## src/rtl/fuzz_pkg.sv

```systemverilog
// Shared constants, FSM encoding and the xorshift32 step used by the
// stimulus generator and response compactor.
package fuzz_pkg;

    localparam logic [31:0] LANE_GOLDEN       = 32'h9E3779B9;
    localparam logic [31:0] MISR_POLY_DEFAULT = 32'h87;

    typedef enum logic [1:0] {
        IDLE  = 2'd0,
        RUN   = 2'd1,
        DRAIN = 2'd2,
        DONE  = 2'd3
    } fsm_state_e;

    function automatic logic [31:0] xorshift32(input logic [31:0] x);
        logic [31:0] t;
        t = x ^ (x << 13);
        t = t ^ (t >> 17);
        t = t ^ (t << 5);
        return t;
    endfunction

    // A zero seed would lock the lane at zero forever, so it is bumped to 1.
    function automatic logic [31:0] lane_seed(input logic [31:0] base, input int unsigned k);
        logic [31:0] s;
        s = base + k[31:0] * LANE_GOLDEN;
        return (s == 32'd0) ? 32'd1 : s;
    endfunction

endpackage

```

## src/rtl/xorshift_lane.sv

```systemverilog
// One 32-bit xorshift lane: reseeds to its fixed seed, otherwise steps on request.
module xorshift_lane
    import fuzz_pkg::*;
#(
    parameter logic [31:0] SEED = 32'h1
) (
    input  logic        clk,
    input  logic        rst,
    input  logic        reseed,
    input  logic        step,
    output logic [31:0] lane
);

    logic [31:0] lane_q;
    logic [31:0] lane_d;

    always_comb begin
        lane_d = lane_q;
        if (reseed) begin
            lane_d = SEED;
        end else if (step) begin
            lane_d = xorshift32(lane_q);
        end
    end

    always_ff @(posedge clk) begin
        if (rst) begin
            lane_q <= SEED;
        end else begin
            lane_q <= lane_d;
        end
    end

    assign lane = lane_q;

endmodule

```

## src/rtl/fuzz_stim_misr.sv

```systemverilog
// Drives NUM_VEC pseudo-random vectors onto a DUT and folds its delayed
// response into a MISR signature for cross-tool comparison.
module fuzz_stim_misr
    import fuzz_pkg::*;
#(
    parameter int               IN_W       = 256,
    parameter int               OUT_W      = 192,
    parameter int               NUM_VEC    = 21,
    parameter int               HOLD       = 1,
    parameter int               LAT        = 0,
    parameter bit               ZERO_FIRST = 1'b1,
    parameter logic [31:0]      SEED       = 32'h1,
    parameter logic [OUT_W-1:0] MISR_POLY  = OUT_W'(MISR_POLY_DEFAULT)
) (
    input  logic                           clk,
    input  logic                           rst,
    input  logic                           start,
    input  logic [OUT_W-1:0]               resp,
    output logic [IN_W-1:0]                stim,
    output logic                           busy,
    output logic                           done,
    output logic                           sample,
    output logic [$clog2(NUM_VEC+1)-1:0]   vec_cnt,
    output logic [OUT_W-1:0]               signature
);

    localparam int L    = (IN_W + 31) / 32;
    localparam int LW   = L * 32;
    localparam int VC_W = $clog2(NUM_VEC + 1);
    localparam int HC_W = (HOLD > 1) ? $clog2(HOLD) : 1;
    localparam int DC_W = (LAT > 1) ? $clog2(LAT) : 1;

    localparam logic [VC_W-1:0] VC_LAST    = VC_W'(NUM_VEC);
    localparam logic [HC_W-1:0] HOLD_LAST  = HC_W'(HOLD - 1);
    localparam logic [DC_W-1:0] DRAIN_LAST = DC_W'((LAT > 0) ? LAT - 1 : 0);

    fsm_state_e       state_q, state_d;
    logic [VC_W-1:0]  vc_q, vc_d;
    logic [HC_W-1:0]  hold_q, hold_d;
    logic [DC_W-1:0]  drain_q, drain_d;
    logic [OUT_W-1:0] sig_q, sig_d;

    logic             issue;
    logic             dly_pulse;
    logic             run_entry;
    logic             lane_step;
    logic [LW-1:0]    lane_bus;
    logic [OUT_W-1:0] fold_val;

    for (genvar k = 0; k < L; k++) begin : g_lane
        xorshift_lane #(
            .SEED(lane_seed(SEED, k))
        ) u_lane (
            .clk    (clk),
            .rst    (rst),
            .reseed (run_entry),
            .step   (lane_step),
            .lane   (lane_bus[k*32 +: 32])
        );
    end

    // The issue pulse travels through LAT flops so the fold lines up with the DUT pipeline.
    if (LAT == 0) begin : g_no_dly
        assign dly_pulse = issue;
    end else begin : g_dly
        logic [LAT-1:0] sr_q, sr_d;

        always_comb begin
            sr_d = (sr_q << 1) | LAT'(issue);
            if (run_entry) begin
                sr_d = '0;
            end
        end

        always_ff @(posedge clk) begin
            if (rst) begin
                sr_q <= '0;
            end else begin
                sr_q <= sr_d;
            end
        end

        assign dly_pulse = sr_q[LAT-1];
    end

    assign issue     = (state_q == RUN) && (hold_q == HOLD_LAST);
    assign run_entry = start && ((state_q == IDLE) || (state_q == DONE));
    assign fold_val  = {sig_q[OUT_W-2:0], 1'b0} ^ (sig_q[OUT_W-1] ? MISR_POLY : '0) ^ resp;

    always_comb begin
        state_d   = state_q;
        vc_d      = vc_q;
        hold_d    = hold_q;
        drain_d   = drain_q;
        sig_d     = sig_q;
        lane_step = 1'b0;

        if (dly_pulse) begin
            sig_d = fold_val;
        end

        case (state_q)
            IDLE, DONE: begin
                if (run_entry) begin
                    state_d = RUN;
                    vc_d    = VC_W'(1);
                    hold_d  = '0;
                    drain_d = '0;
                    sig_d   = '0;
                end
            end
            RUN: begin
                if (hold_q == HOLD_LAST) begin
                    hold_d = '0;
                    if (vc_q == VC_LAST) begin
                        drain_d = '0;
                        if (LAT > 0) begin
                            state_d = DRAIN;
                        end else begin
                            state_d = DONE;
                        end
                    end else begin
                        vc_d      = vc_q + 1'b1;
                        lane_step = 1'b1;
                    end
                end else begin
                    hold_d = hold_q + 1'b1;
                end
            end
            DRAIN: begin
                if (drain_q == DRAIN_LAST) begin
                    state_d = DONE;
                end else begin
                    drain_d = drain_q + 1'b1;
                end
            end
            default: state_d = IDLE;
        endcase
    end

    always_ff @(posedge clk) begin
        if (rst) begin
            state_q <= IDLE;
            vc_q    <= '0;
            hold_q  <= '0;
            drain_q <= '0;
            sig_q   <= '0;
        end else begin
            state_q <= state_d;
            vc_q    <= vc_d;
            hold_q  <= hold_d;
            drain_q <= drain_d;
            sig_q   <= sig_d;
        end
    end

    always_comb begin
        stim = '0;
        if ((state_q == RUN) && !(ZERO_FIRST && (vc_q == VC_W'(1)))) begin
            stim = lane_bus[IN_W-1:0];
        end
    end

    assign busy      = (state_q == RUN) || (state_q == DRAIN);
    assign done      = (state_q == DONE);
    assign sample    = dly_pulse;
    assign vec_cnt   = vc_q;
    assign signature = sig_q;

endmodule

```

## config.mk

```make
export PLATFORM = sky130hd
export DESIGN_NAME = fuzz_stim_misr
export DESIGN_NICKNAME = d
export VERILOG_FILES = /design/src/rtl/fuzz_pkg.sv /design/src/rtl/xorshift_lane.sv /design/src/rtl/fuzz_stim_misr.sv
export SDC_FILE = /design/constraint.sdc
export NUM_CORES = 1
export LEC_CHECK = 0
export CELL_PAD_IN_SITES_DETAIL_PLACEMENT = 2
export CELL_PAD_IN_SITES_GLOBAL_PLACEMENT = 2
export CORE_MARGIN = 3
export CORE_UTILIZATION = 32
export CTS_BUF_LIST = sky130_fd_sc_hd__clkbuf_8
export DETAILED_ROUTE_END_ITERATION = 8
export HOLD_SLACK_MARGIN = 0.06
export PLACE_DENSITY_LB_ADDON = 0.08
export SYNTH_ARGS = -nofsm -noshare
export SYNTH_HDL_FRONTEND = slang
export SYNTH_HIERARCHICAL = 1
export SYNTH_SLANG_ARGS = --single-unit
export TNS_END_PERCENT = 10
```

## constraint.sdc

```tcl
create_clock -name clk -period 3.2 [get_ports clk]
set_input_delay 0.64 -clock clk [delete_from_list [all_inputs] [get_ports clk]]
set_output_delay 0.64 -clock clk [all_outputs]
set_load 0.005 [all_outputs]
```

==> qor.txt <==
Library cells used by synthesis: 51
Initial core utilization: 32.50%
Failing checks: setup timing
Top cell type by total area after synthesis: dfxtp_1
Synth Register Bits: 455
Tmin final: 3.240 ns
Top post-synthesis cells by area: dfxtp_1 34%, xnor2_1 15%, a211oi_2 8.4%
Asr flop ratio synth: 0%
Sequential share of the synthesized area: 33.92%
# Max-Cap Violations: 0
Hold_sp: g_lane[3].u_lane/lane[27]$_SDFFE_PP1P_
Core area: 82640 um^2
Post-synth top area share: 33.92%
Top FF cell, synth: dfxtp_1
Largest family of logic cells by synthesized area: XOR/XNOR gates
Reg-to-Reg Start: state_q[0]$_SDFFE_PP0P_
Slew Viols, Final: 0
HPWL after detailed placement: 75830 um
EDFF count, synth: 0
Synth warnings: 6
Simple-gate share of the synthesized area: 17.34%
Die height: 295.7 um
H-tree lvl count: 3
Final wirelength: 106000 um
Worst-Margin Slew: 1.215 ns
WS Path Type: reg -> out
Leakage: 14.58 nW
Initial DRC count: 955
CP startpoint kind: register
Fin nets: 3576
Setup TNS: -0.05012 ns
Die Width: 295.7 um
Die area: 87430 um^2
WHS Endpoint: g_lane[3].u_lane/lane[27]$_SDFFE_PP1P_
Clk pin slew, worst setup/hold paths: 0.07 ns
Post-Synthesis Cells: 2771
Post-route ant nets: 0
Via density: 4.980
Synth Net Count: 2970
Num rows: 105
Total GRT Usage: 23.36%
Clk pwr share: 17.5%
Max Clock Skew: 0.04090 ns
Critical Path AT: 2.60 ns
Commonest non-fill, non-tap cell in the layout: xnor2_1
Post-Synth XOR/XNOR Area: 28.88%
Synth Area per Inst: 9.691 um^2
Crit share post-route: 101.3%
Wire per inst: 23.47 um
RSZ-0062 raised after global routing: yes
Compound-Gate Fraction of Synth Area: 15.43%
Combinational power share: 53.3%
Vias: 22501
Reg power frac: 29.2%
Post-synthesis adder-cell area fraction: 0.1864%
Hold depth: 2
CTS tree: yes
Peak supply drop: 0.3538 mV
Drc violations: 0
R2R Path End: signature[135]$_SDFF_PP0_
Mux contribution to synthesized area: 0.3355%
Outcome: finished, violations left
Final hold violation count: 0
Worst R2R Path Depth: 5
Number of global-route vias before repair: 25170
Psw: 0.01356 W
Setup WS pre-CTS: 0.1982 ns
Port bufs: 650
Gp weighted congestion: 0.8192
Final setup vio count: 3
Most frequent cells in the layout: 470 x xnor2_1, 451 x dfxtp_1, 415 x clkdlybuf4s50_1, 360 x nor2_1, 229 x and2_1
Worst Slack Setup Final: -0.04030 ns
Sw Ratio: 40.88%
Clock sinks: 455
Post-Syn Area: 26850 um^2
Internal Power: 0.01961 W
Largest net degree at the start of global routing: 151
Hold Crit Class: reg -> reg
Clock Root Buffer: clkbuf_8
Initial antenna violation count: 10
Max Clk Rate: 308.6 MHz
P&R area growth vs syn: 34.28%
WP data required: 2.56 ns
# hold bufs at CTS: 0
Skew-Pair Late Insertion Delay: 0.70 ns
Pre-antenna DRT Iters: 5
Register-to-register setup slack: 0.38 ns
PD cells: 919.9 nW/um^2
Top Ports: 651
Max-slew headroom: 19.00%
Total gr overflow: 0
Clock Path Buffers: 3
Worst setup EP type: output pin
Layout cells sized above 1: 17.41%
CP max FO: 9
CTS buffer count: 90
First-pass GRT wire length: 157500 um
-- power groups by stage --
| stage | clock, W | combinational [W] | sequential (W) |
|---|---|---|---|
| 5_1_grt | 0.00632 | 0.0193 | 0.00998 |
| 6_report | 0.00582 | 0.0177 | 0.00969 |
| 3_3_place_gp | 0 | 0.0164 | 0.00972 |
| 2_1_floorplan | 0 | 0.0121 | 0.00863 |
| 3_5_place_dp | 0 | 0.0172 | 0.00982 |
| 4_1_cts | 0.00605 | 0.0178 | 0.00973 |
-- cell usage after synthesis (2+ instances only) --
cell type and count:
a21bo_2 22, inv_1 16, and3_1 34, nand2_1 79
xnor3_1 74, xnor3_4 4, xor3_4 2, a211oi_2 180
and3_2 2, a211oi_1 16, clkbuf_2 10, nor2_1 360
buf_4 3, nand4b_1 2, buf_1 10, a31oi_1 4
nor3_1 46, buf_6 22, xnor2_1 470, a21oi_1 124
ha_1 4, o31ai_1 2, a31o_2 26, or2_2 8
or3_1 31, xor2_2 11, xor3_1 38, clkbuf_1 110
and2_1 257, o21ai_1 2, mux2i_1 9, nand3_1 8
nand3b_1 76, xor2_1 63, o21ai_0 122, xnor2_2 11
nand2b_1 3, dfxtp_1 455, buf_2 43
-- area by class of cell --
type | count | area [um^2]
clock inverter | 47 | 203.9
tap | 1070 | 1339
multi-input combinational | 2101 | 16810
antenna | 7 | 17.52
timing repair buffer | 712 | 7003
sequential | 455 | 9119
fill | 8804 | 46570
clock buffer | 109 | 1500
inverter | 17 | 71.32
-- registers in the layout, summed over array words and instances (netlist names) --
name / flops
g_lane.u_lane/lane: 256
signature: 192
state_q: 2
vec_cnt: 5
-- through the flow --
step / utilization (%) / power (W) / hold WS, ns / cell area, um^2 / instances
2_1_floorplan: - / 0.02077 / 0.4713 / 26850 / 2771
3_3_place_gp: 41.28 / 0.02616 / 0.4988 / 34110 / 4328
3_5_place_dp: 41.28 / 0.02706 / 0.5118 / 34110 / 4328
4_1_cts: 43.69 / 0.03358 / 0.4801 / 36100 / 4503
5_1_grt: 43.63 / 0.03556 / 0.5265 / 36050 / 4514
6_report: 43.64 / 0.03317 / 0.5087 / 36060 / 4518
-- how the worst max path moves through the flow --
stage                                  startpoint                                     to  slack (ns)  cells after the start
final                     vec_cnt[1]$_SDFFE_PP0P_                               stim[51]       -0.04                      8
after detailed placement  vec_cnt[1]$_SDFFE_PP0P_                               stim[54]        0.20                      8
after global routing      vec_cnt[1]$_SDFFE_PP0P_                               stim[51]       -0.16                      8
after floorplan           state_q[0]$_SDFFE_PP0P_  g_lane[2].u_lane/lane[5]$_SDFFE_PP1P_        0.80                     11
after global placement    vec_cnt[1]$_SDFFE_PP0P_                               stim[57]        0.39                      8
after CTS                 vec_cnt[1]$_SDFFE_PP0P_                               stim[84]       -0.16                      9
-- kinds of logic after synthesis --
group                      count (synthesis)
xor gates and xnor gates                 673
adders and majority gates                  4
muxes                                      9
DFF                                      455
and+or+nand+nor                          912
buffers and inverters                    215
AOI/OAI and AO/OA                        503
-- repair_timing --
item / 4_1_cts / 5_1_grt
cloned: 10 / 3
pin swaps: 3 / 1
gates resized for setup: 265 / 286
setup endpoints to repair: 257 / 188
buffers inserted: 9 / 5
-- worst max-delay path, stage by stage (launching register included) --
cell	delay, ns
dfxtp_4	0.36
inv_4	0.04
ha_4	0.15
nor4b_4	0.13
nor2_4	0.12
buf_12	0.18
bufbuf_16	0.29
and2_4	0.15
clkdlybuf4s50_1	0.50
-- metal layers --
layer  routed length, um  GRT usage [%]  vias up
li1                    -              -    10515
met1               41950          26.69    11331
met2               55650          43.38      507
met3                6079          5.796      144
met4                2317          5.825        4
met5                  27              0        -
Power figures use the tool's default switching activity.
